==> config.mk <==
export PLATFORM = sky130hd
export DESIGN_NAME = dense_to_coo_encoder_flat
export DESIGN_NICKNAME = d
export VERILOG_FILES = /design/src/rtl/dense_to_coo_encoder_if.sv /design/src/rtl/dense_to_coo_encoder.sv /design/src/flat_wrapper.sv
export SDC_FILE = /design/constraint.sdc
export NUM_CORES = 1
export LEC_CHECK = 0
export ABC_AREA = 0
export BUFFER_PORTS_ARGS = -buffer_cell sky130_fd_sc_hd__buf_2
export CORE_MARGIN = 4
export CORE_UTILIZATION = 54
export DETAILED_ROUTE_END_ITERATION = 10
export PLACE_DENSITY = 0.85
export SYNTH_ARGS = -nofsm -noshare
export SYNTH_HDL_FRONTEND = slang
export SYNTH_SLANG_ARGS = --single-unit
export TNS_END_PERCENT = 100
==> constraint.sdc <==
create_clock -name clk -period 3 [get_ports clk]
set_input_delay 0.3 -clock clk [delete_from_list [all_inputs] [get_ports clk]]
set_output_delay 0.3 -clock clk [all_outputs]
set_load 0.005 [all_outputs]
==> src/rtl/dense_to_coo_encoder_if.sv <==
// Dense-row input, COO-entry output and per-matrix status of the dense-to-COO encoder.
// The encoder takes the slave modport; the row source and entry consumer take the master.
interface dense_to_coo_encoder_if #(
  parameter int N       = 8,
  parameter int MAX_NNZ = 32
);
  localparam int ROW_W = $clog2(N);
  localparam int IDX_W = $clog2(MAX_NNZ);

  logic                in_valid;
  logic                in_ready;
  logic [8*N-1:0]      in_row;
  logic                out_valid;
  logic                out_ready;
  logic [7:0]          out_data;
  logic [ROW_W-1:0]    out_row;
  logic [ROW_W-1:0]    out_col;
  logic [IDX_W-1:0]    out_idx;
  logic                done;
  logic [IDX_W:0]      nnz_count;
  logic                overflow;

  modport slave (
    input  in_valid, in_row, out_ready,
    output in_ready, out_valid, out_data, out_row, out_col, out_idx,
           done, nnz_count, overflow
  );

  modport master (
    output in_valid, in_row, out_ready,
    input  in_ready, out_valid, out_data, out_row, out_col, out_idx,
           done, nnz_count, overflow
  );
endinterface

==> src/rtl/dense_to_coo_encoder.sv <==
// Compresses a dense NxN E4M3 matrix, one row per beat, into a row-major COO entry stream.
// Zeros (+0 and -0) are dropped; entries past MAX_NNZ are scanned but suppressed.
module dense_to_coo_encoder #(
  parameter int N       = 8,
  parameter int MAX_NNZ = 32
) (
  input  logic                   clk,
  input  logic                   rst,
  dense_to_coo_encoder_if.slave  bus
);
  localparam int ROW_W = $clog2(N);
  localparam int IDX_W = $clog2(MAX_NNZ);
  localparam int CNT_W = IDX_W + 1;

  localparam logic [1:0] ST_ACCEPT = 2'd0;
  localparam logic [1:0] ST_SCAN   = 2'd1;
  localparam logic [1:0] ST_DONE   = 2'd2;

  logic [1:0]       r_state;
  logic [8*N-1:0]   r_row_data;
  logic [N-1:0]     r_mask;
  logic [ROW_W-1:0] r_row;
  logic [CNT_W-1:0] r_cnt;
  logic [CNT_W-1:0] r_nnz_count;
  logic             r_overflow;

  logic [N-1:0]     w_in_mask;
  logic [N-1:0]     w_mask_next;
  logic [ROW_W-1:0] w_col;
  logic             w_emit;
  logic             w_adv;
  logic             w_last_row;

  // Sign bit ignored so that -0 is treated as zero.
  generate
    for (genvar gi = 0; gi < N; gi++) begin : g_mask
      assign w_in_mask[gi] = |bus.in_row[8*gi +: 7];
    end
  endgenerate

  always_comb begin
    w_col = '0;
    for (int j = N - 1; j >= 0; j--) begin
      if (r_mask[j]) begin
        w_col = ROW_W'(j);
      end
    end
  end

  assign w_mask_next = r_mask & (r_mask - N'(1));
  assign w_emit      = r_cnt < CNT_W'(MAX_NNZ);
  // Once the table is full, remaining nonzeros drain one per cycle without a handshake.
  assign w_adv       = (r_state == ST_SCAN) && (bus.out_ready || !w_emit);
  assign w_last_row  = r_row == ROW_W'(N - 1);

  assign bus.in_ready  = (r_state == ST_ACCEPT) && !rst;
  assign bus.out_valid = (r_state == ST_SCAN) && w_emit;
  assign bus.out_data  = r_row_data[{w_col, 3'b000} +: 8];
  assign bus.out_row   = r_row;
  assign bus.out_col   = w_col;
  assign bus.out_idx   = r_cnt[IDX_W-1:0];
  assign bus.done      = r_state == ST_DONE;
  assign bus.nnz_count = (r_state == ST_DONE) ? r_cnt : r_nnz_count;
  assign bus.overflow  = r_overflow;

  always_ff @(posedge clk) begin
    if (rst) begin
      r_state     <= ST_ACCEPT;
      r_row_data  <= '0;
      r_mask      <= '0;
      r_row       <= '0;
      r_cnt       <= '0;
      r_nnz_count <= '0;
      r_overflow  <= 1'b0;
    end else begin
      case (r_state)
        ST_ACCEPT: begin
          if (bus.in_valid) begin
            r_row_data <= bus.in_row;
            r_mask     <= w_in_mask;
            // Status of the previous matrix is held until its successor starts.
            if (r_row == '0) begin
              r_overflow  <= 1'b0;
              r_nnz_count <= '0;
            end
            if (|w_in_mask) begin
              r_state <= ST_SCAN;
            end else if (w_last_row) begin
              r_state <= ST_DONE;
            end else begin
              r_row <= r_row + ROW_W'(1);
            end
          end
        end
        ST_SCAN: begin
          if (w_adv) begin
            r_mask <= w_mask_next;
            if (w_emit) begin
              r_cnt <= r_cnt + CNT_W'(1);
            end else begin
              r_overflow <= 1'b1;
            end
            if (w_mask_next == '0) begin
              if (w_last_row) begin
                r_state <= ST_DONE;
              end else begin
                r_row   <= r_row + ROW_W'(1);
                r_state <= ST_ACCEPT;
              end
            end
          end
        end
        ST_DONE: begin
          r_nnz_count <= r_cnt;
          r_row       <= '0;
          r_cnt       <= '0;
          r_mask      <= '0;
          r_state     <= ST_ACCEPT;
        end
        default: begin
          r_state <= ST_ACCEPT;
        end
      endcase
    end
  end
endmodule

==> src/flat_wrapper.sv <==
// flat-port wrapper written by rule: the top's interface ports become plain ports
module dense_to_coo_encoder_flat 
#(
  parameter int N       = 8,
  parameter int MAX_NNZ = 32
)
  (clk, rst, bus_in_valid, bus_in_row, bus_out_ready, bus_in_ready, bus_out_valid, bus_out_data, bus_out_row, bus_out_col, bus_out_idx, bus_done, bus_nnz_count, bus_overflow);
  dense_to_coo_encoder_if #(.N(N), .MAX_NNZ(MAX_NNZ)) bus_i ();
  input  logic clk;
  input  logic rst;
  input wire logic [$bits(bus_i.in_valid)-1:0] bus_in_valid;
  input wire logic [$bits(bus_i.in_row)-1:0] bus_in_row;
  input wire logic [$bits(bus_i.out_ready)-1:0] bus_out_ready;
  output wire logic [$bits(bus_i.in_ready)-1:0] bus_in_ready;
  output wire logic [$bits(bus_i.out_valid)-1:0] bus_out_valid;
  output wire logic [$bits(bus_i.out_data)-1:0] bus_out_data;
  output wire logic [$bits(bus_i.out_row)-1:0] bus_out_row;
  output wire logic [$bits(bus_i.out_col)-1:0] bus_out_col;
  output wire logic [$bits(bus_i.out_idx)-1:0] bus_out_idx;
  output wire logic [$bits(bus_i.done)-1:0] bus_done;
  output wire logic [$bits(bus_i.nnz_count)-1:0] bus_nnz_count;
  output wire logic [$bits(bus_i.overflow)-1:0] bus_overflow;
  assign bus_i.in_valid = bus_in_valid;
  assign bus_i.in_row = bus_in_row;
  assign bus_i.out_ready = bus_out_ready;
  assign bus_in_ready = bus_i.in_ready;
  assign bus_out_valid = bus_i.out_valid;
  assign bus_out_data = bus_i.out_data;
  assign bus_out_row = bus_i.out_row;
  assign bus_out_col = bus_i.out_col;
  assign bus_out_idx = bus_i.out_idx;
  assign bus_done = bus_i.done;
  assign bus_nnz_count = bus_i.nnz_count;
  assign bus_overflow = bus_i.overflow;
  dense_to_coo_encoder #(.N(N), .MAX_NNZ(MAX_NNZ)) u_core (.clk(clk), .rst(rst), .bus(bus_i));
endmodule
After elaboration in Yosys (flattened, before gate mapping) --
Cells that the tools add are included. W data, S select, Z words.
Word-level totals: input bits 68, output and inout port bits 29, bits in registers 90
Operators by class: shift operators 1, multiplexer cells 36, equality and inequality tests 11, reduce and logical (&&, ||, !) cells 29, bitwise gates (word level) 1, order comparisons 1, add/subtract/negate cells 3
Operators by type and width (count):
- $shiftx A64 B7 Y8 | 1
- $reduce_or A56 Y1 | 1
- $reduce_or A7 Y1 | 8
- $mux W3 | 13
- $mux W6 | 5
- $pmux W6 S2 | 2
- $pmux W8 S3 | 1
- $mux W8 | 2
- $mux W2 | 6
- $ne A2 B2 Y1 const B | 5
- $reduce_and A5 Y1 | 2
- $pmux W3 S3 | 1
- $reduce_and A3 Y1 | 3
- $and A8 B8 Y8 | 1
- $logic_not A8 Y1 | 1
- $sub A8 B1 Y8 const B | 1
- $add A6 B1 Y6 const B | 1
- $lt A6 B6 Y1 const B | 1
- $reduce_bool A2 Y1 | 3
- $mux W1 | 4
- $ne A2 B1 Y1 const B | 2
- $pmux W2 S2 | 1
- $reduce_and A4 Y1 | 1
- $add A3 B1 Y3 const B | 1
- other kinds (12) | 15

Longest topological paths before layout --
depth in word-level cells 9, mapped depth 9

Worst setup path before layout --
Ideal clock, no wire load.
path kind flip-flop to output port, start point register u_core.r_mask[4], end point output bus_out_data[0], cell stages (with the launch flop) 8, buffers on the path 2, data required time 2.700 ns, setup slack 0.545 ns, arrival time 2.155 ns, cells stage by stage dfxtp_1 > clkbuf_1 > nor3_1 > o31ai_1 > buf_2 > mux2i_1 > mux2i_1 > mux2_2
Between the ends: longest elaborated chain between the ends 6
RTL lines:
- from (decl) | RTL line dense_to_coo_encoder.sv:21 | logic [N-1:0] r_mask;
- from (signal assigned) | RTL line dense_to_coo_encoder.sv:80 | r_mask <= w_in_mask;
- from (signal assigned) | RTL line dense_to_coo_encoder.sv:97 | r_mask <= w_mask_next;
- $mux W3 (5 in series) | RTL line dense_to_coo_encoder.sv:44 | if (r_mask[j]) begin
- $shiftx A64 B7 Y8 | RTL line dense_to_coo_encoder.sv:58 | assign bus.out_data = r_row_data[{w_col, 3'b000} +: 8];
- to (decl) | RTL line flat_wrapper.sv:16 | output wire logic [$bits(bus_i.out_data)-1:0] bus_out_data;
No other way between the ends.

Worst setup path in the final report --
start point register u_core.r_mask[4], end point output bus_out_data[6]
Same word-level chain as after synthesis.

==> run summary <==
Synth top area share - 40.5%
Syn Std Cell Area - 4440 µm²
critical path cell sequence - nor3_1 -> o31ai_4 -> buf_4 -> mux2i_1 -> mux2i_1 -> mux2_2 -> buf_2
EDFF count, synth - 0
power density over cell area - 801 nW/µm²
post-route ant nets - 0
final net count - 708
R2R depth - 6
Multi-input gate area - 2430 µm²
# hold bufs at CTS - 0
design area - 5160 µm²
most frequent cell after synthesis - nand2_1
cell count of the worst hold path - 3
CP peak stage delay - 540 ps
Critical Path Sink Type - output port
DIE AREA - 9750 µm²
Int Pwr - 2.55 mW
Setup crit end - bus_out_data[6]
status - finished clean
fraction of layout cells with a size suffix above 1 - 22.6%
post-route setup slack - 274 ps
total track usage - 23.1%
Worst setup SP type - flop
wire per inst - 15.6 µm
vias in the first global route - 3929
initial antenna violation count - 0
Root Driver - clkbuf_8
via count of the routed design - 4251
port bufs - 96
Fillers - 687
Clock Sinks - 90
Worst Tran Pin Value - 838 ps
Leakage - 2.28 nW
clock latency at the later pin of the worst-skew pair - 370 ps
most frequent CP cell - mux2i_1
maximum VDD drop - 0.437 mV
synthesis-stage register bit count - 90
router iterations before antenna repair - 7
largest net degree at the start of global routing - 65
Async SR Flop Fraction - 0%
YS warnings - 0
clock skew - 16.2 ps
Critical path buffers and inverters - 2
max cap viols - 0
Post-Route WL - 11.5 mm
Setup-failing EPs final - 0
Core ar. - 7850 µm²
top post-synthesis cells by area - dfxtp_1, nand2_1, mux2i_1
die width - 98.7 µm
Reg clk slew, reported paths - 100 ps
drt drc - 0
clk buf depth - 2
Starting Density - 56.6%
# diodes - 0
Critical R2R Launch - u_core.r_mask[0]$_SDFFE_PP0P_
sequential power share - 37.3%
syn_area_per_cell - 8.02 µm²
WP data arrival - 2430 ps
switch share - 38.3%
Setup TNS Final - 0 ps
CP top delay family - multiplexers
setup repair bufs after CTS - 0
Slowest-stage cell, CP - dfxtp_1
RSZ-0062 raised after global routing - false
Core Rows - 32
Fin. Hold Viols - 0
Post-synth top flop - dfxtp_1
most instantiated cells after synthesis - nand2_1, dfxtp_1, a21oi_1
fin crit period - 2730 ps
Pins Over Slew Limit - 0
H-Tree Depth - 3
Worst R2R Setup Slack - 590 ps
fmax - 367 MHz
Top-Level Pins - 97
switching power - 1.58 mW
syn_nets - 630
Comb pwr share - 42.3%
post-CTS sizing - 0
first-pass GRT wire length - 18.5 mm
dpl ws - 304 ps
Final Wtd Congestion - 0.899
clock share of power - 20.4%
worst hold margin - 168 ps
Crit path depth - 7
period utilisation layout - 90.9%
worst rel slew slack - 43.7%
Die H - 98.7 µm
Worst Hold Class - in2reg
Req. time, crit path - 2700 ps
Area after DPL - 4960 µm²
Crit Path Class - reg2out
Mapped Cells - 554
DR vias/cell - 5.76
FF/Latch Area - 1800 µm²
total grt overflow - 0
worst reg2reg endpoint - u_core.bus.out_row[2]$_SDFFE_PP0P_
worst-path fanout max - 10
P&R area growth vs syn - 16.1%
TritonCTS clock tree - done
post-synth cell types - 45
CTS Buf Count - 9
post-synth top area cell - dfxtp_1
sequential share of the synthesized area - 40.5%
DRT iter0 DRCs - 377
post-DP HPWL - 8.47 mm
crit path from - u_core.r_mask[4]$_SDFFE_PP0P_
## stage by stage
| step | total power, mW | util, % | cells |
|---|---|---|---|
| after floorplan | 2.80 | - | 554 |
| after global placement | 3.23 | 63.2 | 723 |
| after detailed placement | 3.29 | 63.2 | 723 |
| after CTS | 4.12 | 65.8 | 738 |
| after global routing | 4.36 | 65.8 | 738 |
| final | 4.14 | 65.8 | 738 |
## power groups by stage
stage / clock [mW] / sequential (mW) / combinational (mW)
final: 0.842 / 1.54 / 1.75
after global routing: 0.897 / 1.56 / 1.91
after CTS: 0.847 / 1.53 / 1.74
after detailed placement: 0 / 1.56 / 1.73
after global placement: 0 / 1.55 / 1.69
after floorplan: 0 / 1.49 / 1.31
## logic make-up (layout without fill, tap and decap cells)
| group | Yosys count | in the layout | synth area share, % |
|---|---|---|---|
| muxes | 64 | 64 | 14.8 |
| AOI/OAI and AO/OA | 110 | 110 | 14.2 |
| adders and majority gates | 10 | 10 | 2.70 |
| DFF | 90 | 90 | 40.5 |
| buffers and inverters | 51 | 133 | 5.18 |
| and+or+nand+nor | 226 | 226 | 22.0 |
| xor gates and xnor gates | 3 | 3 | 0.591 |
## worst register-to-register path, stage by stage (launching register included)
cell and delay, ps:
dfxtp_1 400, or4_4 610, o311a_4 390, nor3_4 220
nand3_2 150, or3b_1 430, a21oi_2 140
## cell type report
type	instances	share of cell area (%)
Multi-Input combinational cell	413	47.1
Sequential cell	90	34.9
Timing Repair Buffer	106	10.8
Clock buffer	10	2.67
Tap cell	102	2.47
Clock inverter	5	1.21
Inverter	12	0.873
## routing by layer
metal / routed length (µm) / up-vias / GRT usage (%)
met1: 4990 / 2004 / 30.6
li1: - / 2056 / -
met2: 5590 / 165 / 39.0
met4: 165 / 0 / 5.67
met3: 761 / 26 / 4.32
met5: 0 / - / 0
## flip-flops by register name, summed over array words and instances (netlist names)
signal / flops
u_core.r_state: 2
u_core.r_cnt: 6
u_core.bus.out_row: 3
u_core.r_row_data: 64
u_core.r_mask: 8
u_core.r_nnz_count: 6
u_core.bus.overflow: 1
## layout by cell type, fill, tap and decap left out, types with 8 or more instances in the layout
cell type / n
mux2i_1: 50
nor2_1: 21
buf_4: 10
ha_1: 8
mux2_2: 14
buf_2: 96
nand3_1: 8
nor4_1: 10
a21oi_1: 81
dfxtp_1: 90
nor3_1: 14
nand2_1: 151
clkbuf_8: 10
inv_1: 12
## worst min path at each step
| stage | slack, ps | endpoint | from |
|---|---|---|---|
| 2_1_floorplan | 430 | u_core.r_nnz_count[5]$_SDFFE_PP0P_ | u_core.r_nnz_count[5]$_SDFFE_PP0P_ |
| 5_1_grt | 170 | u_core.r_row_data[51]$_SDFFE_PP0P_ | bus_in_row[51] |
| 6_report | 170 | u_core.r_row_data[63]$_SDFFE_PP0P_ | bus_in_row[63] |
| 4_1_cts | 160 | u_core.r_row_data[63]$_SDFFE_PP0P_ | bus_in_row[63] |
| 3_5_place_dp | 440 | u_core.r_nnz_count[5]$_SDFFE_PP0P_ | u_core.r_nnz_count[5]$_SDFFE_PP0P_ |
| 3_3_place_gp | 440 | u_core.r_nnz_count[0]$_SDFFE_PP0P_ | u_core.r_nnz_count[0]$_SDFFE_PP0P_ |
Power figures use the tool's default switching activity.
